$ cat src/rtl/pt_write_packer.sv
// Packs projective-transform pixel writes into 36-bit ZBT words (two horizontally
// adjacent 18-bit pixels per word) and queues them for the frame-buffer arbiter.
module pt_write_packer #(
    parameter int FIFO_DEPTH = 8,
    parameter int H_WORDS    = 320,
    parameter int IDLE_FLUSH = 16
) (
    input  logic        clk,
    input  logic        reset_n,
    input  logic [17:0] pt_pixel_write,
    input  logic [9:0]  pt_x,
    input  logic [8:0]  pt_y,
    input  logic        pt_wr,
    output logic        ptflag,
    input  logic        frame_flag,
    output logic [18:0] wr_addr,
    output logic [35:0] wr_data,
    output logic [1:0]  wr_mask,
    output logic        wr_req,
    input  logic        wr_ack,
    output logic [3:0]  fifo_count,
    output logic        oob_err
);
    localparam int PW = $clog2(FIFO_DEPTH);
    localparam int IW = $clog2(IDLE_FLUSH + 1);
    localparam logic [3:0]    DEPTH_C     = 4'(FIFO_DEPTH);
    localparam logic [3:0]    HIWAT_C     = 4'(FIFO_DEPTH - 2);
    localparam logic [IW-1:0] IDLE_LAST_C = IW'(IDLE_FLUSH - 1);

    typedef struct packed {
        logic [18:0] addr;
        logic [35:0] data;
        logic [1:0]  mask;
    } word_t;

    function automatic word_t lone_word(input logic [18:0] addr, input logic half,
                                        input logic [17:0] pix);
        word_t w;
        w.addr = addr;
        w.data = half ? {pix, 18'd0} : {18'd0, pix};
        w.mask = half ? 2'b10 : 2'b01;
        return w;
    endfunction

    logic          pend_vld_q,  pend_vld_d;
    logic [18:0]   pend_addr_q, pend_addr_d;
    logic          pend_half_q, pend_half_d;
    logic [17:0]   pend_data_q, pend_data_d;
    logic [IW-1:0] idle_q,      idle_d;
    logic          flush_req_q, flush_req_d;
    logic          oob_q,       oob_d;
    logic          ptflag_q,    ptflag_d;
    logic [PW-1:0] rd_q,        rd_d;
    logic [PW-1:0] wr_q,        wr_d;
    logic [3:0]    count_q,     count_d;
    logic          wr_req_q,    wr_req_d;
    word_t         head_q,      head_d;
    word_t         mem [FIFO_DEPTH];

    logic        accept;
    logic        out_of_range;
    logic        pop;
    logic        push;
    logic        room;
    word_t       push_w;
    logic [18:0] acc_addr;
    logic [3:0]  remain;

    assign accept       = pt_wr & ptflag_q;
    assign out_of_range = (pt_x > 10'd639) || (pt_y > 9'd479);
    assign acc_addr     = 19'(pt_y) * 19'(H_WORDS) + 19'(pt_x[9:1]);
    assign pop          = wr_req_q & wr_ack;
    assign room         = (count_q != DEPTH_C) | pop;

    // Pixel pairing: at most one word leaves the packer per cycle, and an
    // accept-generated push always wins over a flush of the lone pending pixel.
    always_comb begin
        pend_vld_d  = pend_vld_q;
        pend_addr_d = pend_addr_q;
        pend_half_d = pend_half_q;
        pend_data_d = pend_data_q;
        idle_d      = idle_q;
        flush_req_d = flush_req_q | frame_flag;
        oob_d       = oob_q & ~frame_flag;
        push        = 1'b0;
        push_w      = '0;

        if (accept) begin
            idle_d = '0;
            if (out_of_range) begin
                oob_d = 1'b1;
            end else if (!pend_vld_q) begin
                pend_vld_d  = 1'b1;
                pend_addr_d = acc_addr;
                pend_half_d = pt_x[0];
                pend_data_d = pt_pixel_write;
            end else if (pend_addr_q == acc_addr) begin
                if (pend_half_q != pt_x[0]) begin
                    push        = 1'b1;
                    push_w.addr = acc_addr;
                    push_w.data = pt_x[0] ? {pt_pixel_write, pend_data_q}
                                          : {pend_data_q, pt_pixel_write};
                    push_w.mask = 2'b11;
                    pend_vld_d  = 1'b0;
                end else begin
                    pend_data_d = pt_pixel_write;
                end
            end else begin
                push        = 1'b1;
                push_w      = lone_word(pend_addr_q, pend_half_q, pend_data_q);
                pend_addr_d = acc_addr;
                pend_half_d = pt_x[0];
                pend_data_d = pt_pixel_write;
            end
        end else if (pend_vld_q) begin
            if (idle_q != IDLE_LAST_C) begin
                idle_d = idle_q + IW'(1);
            end
            if ((flush_req_q || idle_q == IDLE_LAST_C) && room) begin
                push        = 1'b1;
                push_w      = lone_word(pend_addr_q, pend_half_q, pend_data_q);
                pend_vld_d  = 1'b0;
                idle_d      = '0;
                flush_req_d = frame_flag;
            end
        end else begin
            idle_d      = '0;
            flush_req_d = frame_flag;
        end
    end

    // Word FIFO: the head is re-registered every cycle so the memory port sees
    // registered address/data/mask straight from flops.
    always_comb begin
        remain   = count_q - {3'b000, pop};
        count_d  = remain + {3'b000, push};
        rd_d     = pop  ? rd_q + PW'(1) : rd_q;
        wr_d     = push ? wr_q + PW'(1) : wr_q;
        ptflag_d = (count_d <= HIWAT_C);
        wr_req_d = (count_d != 4'd0);
        if (count_d == 4'd0) begin
            head_d = '0;
        end else if (remain == 4'd0) begin
            head_d = push_w;
        end else begin
            head_d = mem[rd_d];
        end
    end

    always_ff @(posedge clk) begin
        if (push) begin
            mem[wr_q] <= push_w;
        end
    end

    always_ff @(posedge clk or negedge reset_n) begin
        if (!reset_n) begin
            pend_vld_q  <= 1'b0;
            pend_addr_q <= '0;
            pend_half_q <= 1'b0;
            pend_data_q <= '0;
            idle_q      <= '0;
            flush_req_q <= 1'b0;
            oob_q       <= 1'b0;
            ptflag_q    <= 1'b0;
            rd_q        <= '0;
            wr_q        <= '0;
            count_q     <= '0;
            wr_req_q    <= 1'b0;
            head_q      <= '0;
        end else begin
            pend_vld_q  <= pend_vld_d;
            pend_addr_q <= pend_addr_d;
            pend_half_q <= pend_half_d;
            pend_data_q <= pend_data_d;
            idle_q      <= idle_d;
            flush_req_q <= flush_req_d;
            oob_q       <= oob_d;
            ptflag_q    <= ptflag_d;
            rd_q        <= rd_d;
            wr_q        <= wr_d;
            count_q     <= count_d;
            wr_req_q    <= wr_req_d;
            head_q      <= head_d;
        end
    end

    assign ptflag     = ptflag_q;
    assign wr_req     = wr_req_q;
    assign wr_addr    = head_q.addr;
    assign wr_data    = head_q.data;
    assign wr_mask    = head_q.mask;
    assign fifo_count = count_q;
    assign oob_err    = oob_q;

endmodule

$ cat config.mk
export PLATFORM = sky130hd
export DESIGN_NAME = pt_write_packer
export DESIGN_NICKNAME = d
export VERILOG_FILES = /design/src/rtl/pt_write_packer.sv
export SDC_FILE = /design/constraint.sdc
export NUM_CORES = 1
export LEC_CHECK = 0
export CAP_MARGIN = 15
export CORE_ASPECT_RATIO = 0.6
export CORE_MARGIN = 2
export CORE_UTILIZATION = 45
export DETAILED_ROUTE_END_ITERATION = 12
export DONT_BUFFER_PORTS = 1
export HOLD_SLACK_MARGIN = 0.12
export PLACE_DENSITY = 0.66
export SLEW_MARGIN = 25
export SYNTH_ARGS = -nofsm -noshare
export SYNTH_HDL_FRONTEND = slang
export SYNTH_SLANG_ARGS = --single-unit
$ cat constraint.sdc
create_clock -name clk -period 12.2 [get_ports clk]
set_clock_uncertainty 0.15 [all_clocks]
set_input_delay 1.83 -clock clk [delete_from_list [all_inputs] [get_ports clk]]
set_output_delay 1.83 -clock clk [all_outputs]
set_load 0.005 [all_outputs]
Yosys cells after proc, flatten, opt, wreduce, memory -nomap -nowiden. Memory sizes are Yosys's and may differ from the RTL's. Index checks and enable logic that the tools add are counted.

$add $sub $neg: 6. Multiply operators: 1. Order comparisons: 3. Equality and inequality tests: 9. Mux-type cells: 45. Bitwise gates (word level): 7. Reduce and logical (&&, ||, !) cells: 8.

Operators by type and width (number): $mux W57 (9); $mux W36 (2); $mux W18 (3); $mux W19 (2); $mux W1 (23); $mux W5 (4); $add A18 B9 Y19 (1); $eq A19 B19 Y1 (1); $mul A9 B3 Y12 const B (1); $gt A10 B10 Y1 const B (1); $gt A9 B9 Y1 const B (1); $logic_not A4 Y1 (2); $add A3 B1 Y3 const B (2); $reduce_and A3 Y1 (2); $add A5 B1 Y5 const B (1); $eq A5 B4 Y1 const B (1); $ne A5 B4 Y1 const B (1); $add A4 B1 Y4 (1); $le A4 B3 Y1 const B (1); $ne A2 B2 Y1 const B (2); $ne A4 B1 Y1 const B (1); $ne A4 B4 Y1 const B (1); $reduce_bool A4 Y1 (1); $sub A4 B1 Y4 (1); other kinds (9) (14).

Register bits after elaboration: 115. Memory bits (writable): 456. Input port bits: 42. Word-level logic and storage cells: 95. Memories kept: 1.

Memories: mem (words 8, width 57, read ports 1, clocked after Yosys merged registers in 0, write ports 1, RTL line 58) `word_t mem [FIFO_DEPTH];`.

Depth between registers and ports, before layout.
Depth in word-level cells: 10. Mapped depth: 21. Gate-level depth less buffers: 18.

Least setup slack after synthesis. Ideal clock, no wire load.

Path kind: input -> register. From: input port pt_y[1]. To: memory mem[4][0] (netlist name), enable pin. Library setup time: 633 ps. Data arrival time: 10516 ps. Slack: 901 ps. Stages: 13. Path buffers: 1. Cells stage by stage: ha_1 -> ha_1 -> fa_1 -> a211oi_1 -> o21ai_1 -> a221oi_2 -> and4_1 -> xnor3_1 -> a21oi_2 -> a31oi_1 -> nor2_1 -> buf_2 -> nor4b_1.

Cells in the longest elaborated chain, start to end: 9.

Ends and longest elaborated chain: from (decl) (RTL line 12) `input logic [8:0] pt_y,`; $mul A9 B3 Y12 (RTL line 71) `assign acc_addr = 19'(pt_y) * 19'(H_WORDS) + 19'(pt_x[9:1]);`; $add A18 B9 Y19 (RTL line 71); $eq A19 B19 Y1 (RTL line 97) `end else if (pend_addr_q == acc_addr) begin`; $mux W1 (RTL line 97); $mux W1 (RTL line 92) `end else if (!pend_vld_q) begin`; $mux W1 * (RTL line 90) `if (out_of_range) begin`; $mux W1 * (RTL line 88) `if (accept) begin`; $mux W1 * (RTL line 151) `if (push) begin`; $mux W1 (not written as such) * (RTL line 152) `mem[wr_q] <= push_w;`; to (decl) (RTL line 58).

Mark *: on every way between the ends. The rest lies on a longest branch, timed or not.

==> results_dict.tcl <==
set metrics [dict create \
    status "complete, no violations" \
    cts_setup_buffers 0 \
    root_buffer "clkbuf_16" \
    wl_per_cell_um 25.8 \
    ys_seq_area_frac 0.697 \
    io_pins 106 \
    setup_tns_ns 0 \
    vias 13000 \
    synth_fa_ha_area_frac 0.0148 \
    cp-start-kind "input port" \
    drtAntennaViolNets 0 \
    fill_cells 4268 \
    required_ns 12.51 \
    dieWidth_um 301 \
    peakVddDrop_uv 216 \
    ctsResizeCount 0 \
    r2r_end "wr_data[19]" \
    max_slew.worst_pin.slew_ns 0.987 \
    worstPathCellList "ha_1 -> ha_1 -> fa_1 -> xnor2_1 -> nor3_1 -> xor3_1 -> xor2_1 -> or4_4 -> nor4_4 -> a31oi_1 -> nor2_2 -> inv_1 -> ha_1 -> ha_1 -> or4_2 -> buf_4 -> nand2_1 -> a21oi_1" \
    yosys-mux-area-fraction 0.125 \
    cts_tree "built" \
    htreeDepth 2 \
    syn-instance-count 1436 \
    p_per_area_nw_per_um2 260 \
    fmax_mhz 130 \
    arrival_ns 7.98 \
    numClockSinks 571 \
    stdcell_count 2179 \
    setup_viol 0 \
    antenna_found_initial 0 \
    grt_pass1_wl_um 85200 \
    min_from "flush_req_q" \
    synth_compound_area_frac 0.0682 \
    drt-initial-drc-count 1235 \
    cp_slowest_cell "or4_2" \
    cap_violations 0 \
    start_util 0.454 \
    drc 0 \
    synth_top_family_by_area "multiplexers" \
    async_flop_share 0.201 \
    yosysWarnings 0 \
    dieHeight_um 182 \
    p_total_mw 6.85 \
    rsz0062_at_grt "false" \
    place_congestion 0.836 \
    area_growth_pct 10.9 \
    cts_buffer_depth 3 \
    ys_ff_latch 571 \
    clk_pin_slew_ns 0.07 \
    setup.worst_path.end_class "flip-flop" \
    p_leak_nw 9.40 \
    r2r_slack_ns 6.25 \
    whs_endpoint "flush_req_q" \
    drt-pass1-iter-count 7 \
    drive_above_1_share 0.193 \
    nNetsFinal 1501 \
    whs_ns 0.349 \
    design.die.area_um2 54700 \
    synth.distinct_cells 67 \
    holdPathStages 1 \
    dp.cells 2081 \
    synth_ff_type "edfxtp_1" \
    slew-limit-headroom 0.342 \
    grt_pass1_vias 13200 \
    holdCritPathClass "reg2reg" \
    reg2reg_depth 15 \
    reg2reg_from "pend_addr_q[5]" \
    synthXorXnorAreaFrac 0.0167 \
    path_class "in2reg" \
    cpMostUsedCell "ha_1" \
    grt.overflow.total 0 \
    portBuffers 0 \
    post-route-util 0.504 \
    synth_area_um2 23800 \
    clock_latency_ns 0.59 \
    crit_path_max_fanout 48 \
    synth_fp_nets 1505 \
    hpwl_um 31800 \
    avgSynthCellArea_um2 16.6 \
    cts_hold_buf 0 \
    synth_enable_flop_cells 456 \
    hold_viol 0 \
    yosys.area_share.simple 0.0603 \
    rows 65 \
    layout_min_cycle_time_ns 7.67 \
    fin_crit_sh 0.629 \
    grt_max_degree 116 \
    drt-total-wl_um 56100 \
    maxSlewViolCount 0 \
    cts_buffers 52 \
    cpPeakStageDelay_ns 0.86 \
    grt.total_usage 0.208 \
    diodes 0 \
    coreArea_um2 52400 \
    viasPerCell 5.98 \
]
==> per-layer routing <==
metal / part of all wire / vias up / track usage
met5: 0 / - / 0
li1: - / 5633 / -
met1: 0.45 / 6883 / 0.306
met2: 0.47 / 423 / 0.328
met4: 0.019 / 0 / 0.0503
met3: 0.063 / 86 / 0.0346
==> kinds of logic after synthesis <==
family | after synthesis
buf+inv | 105
compound gates | 230
simple gates | 314
xor+xnor | 39
fa+ha+maj | 27
flops | 571
mux | 150
==> cell type report <==
class | instances | area (um^2) | area share
clock inverters | 20 | 211 | 0.00802
multi-input cells | 760 | 6910 | 0.262
inverters | 15 | 57.6 | 0.00218
well taps | 703 | 880 | 0.0334
repair buffers | 32 | 244 | 0.00925
clock buffers | 78 | 1500 | 0.0569
flip-flops and latches | 571 | 16600 | 0.628
==> registers in the layout, indices dropped and copies added (netlist names) <==
register,cells
fifo_count,4
flush_req_q,1
idle_q,5
mem,456
oob_err,1
pend_addr_q,19
pend_data_q,18
pend_half_q,1
pend_vld_q,1
ptflag,1
rd_q,3
wr_addr,19
wr_data,36
wr_mask,2
wr_q,3
wr_req,1
==> cells in the mapped netlist, types with 2 or more instances <==
master,count,area [um^2]
o211ai_1,19,143
or3_1,3,18.8
dfrtp_1,115,2880
edfxtp_1,456,13700
o21ai_0,28,140
a31oi_1,4,25.0
buf_1,16,60.1
and3_1,7,43.8
nor2b_1,2,12.5
o21a_1,4,30.0
o211a_1,18,180
fa_1,2,40.0
inv_1,15,56.3
and2_1,4,25.0
nor3_1,9,45.0
nand3_1,64,320
nor2_1,26,97.6
a21oi_2,2,17.5
buf_2,12,60.1
a211oi_1,2,15.0
mux2_2,35,394
nand4_1,6,37.5
nor3b_1,3,22.5
xor2_1,23,201
a22o_1,51,447
clkbuf_1,59,221
a21oi_1,80,400
mux4_2,114,2570
nand2_1,170,638
xnor2_1,12,105
and4_1,2,17.5
o311a_1,2,20.0
o2bb2ai_1,3,26.3
ha_1,25,313
nor4_1,3,18.8
or4_1,2,15.0
a21boi_0,2,15.0
buf_6,2,22.5
or2_2,2,12.5
xnor3_1,3,67.6
nor4b_1,3,26.3
==> where the power goes <==
group	switching (mW)	internal [mW]
registers	0.248	2.54
logic	1.38	1.04
clock network	0.700	0.936
==> stage by stage <==
| step | setup slack (ns) | cell area [um^2] |
|---|---|---|
| floorplan | 0.901 | 23800 |
| global placement | 3.81 | 24600 |
| detailed placement | 3.98 | 24600 |
| CTS | 4.57 | 26400 |
| global route | 4.18 | 26400 |
| finish | 4.53 | 26400 |
==> worst max-delay path by stage <==
| stage | startpoint | to | slack (ns) | cells after the start |
|---|---|---|---|---|
| 2_1_floorplan | pt_y[1] | mem[4][0] | 0.90 | 13 |
| 3_3_place_gp | pt_y[1] | wr_data[34] | 3.81 | 18 |
| 3_5_place_dp | pt_y[1] | wr_data[21] | 3.98 | 18 |
| 4_1_cts | pt_y[1] | wr_data[21] | 4.57 | 18 |
| 5_1_grt | pt_y[1] | wr_data[28] | 4.18 | 18 |
| 6_report | pt_y[1] | wr_data[19] | 4.53 | 18 |
==> layout by cell type (no fill, tap or decap), types with 31 or more instances in the layout <==
master,n
clkbuf_16,54
edfxtp_1,456
nand3_1,64
a21oi_1,80
dfrtp_1,115
nand2_1,170
a22o_1,51
buf_4,31
mux2_2,34
mux4_2,114
==> critical path: cells and delay by family <==
family | cells | cell delay, ns
simple gates | 6 | 3.04
fa+ha+maj | 5 | 1.57
xor+xnor | 3 | 0.70
buf+inv | 2 | 0.54
compound gates | 2 | 0.27
Note: power is estimated with default switching activity, not from simulation.
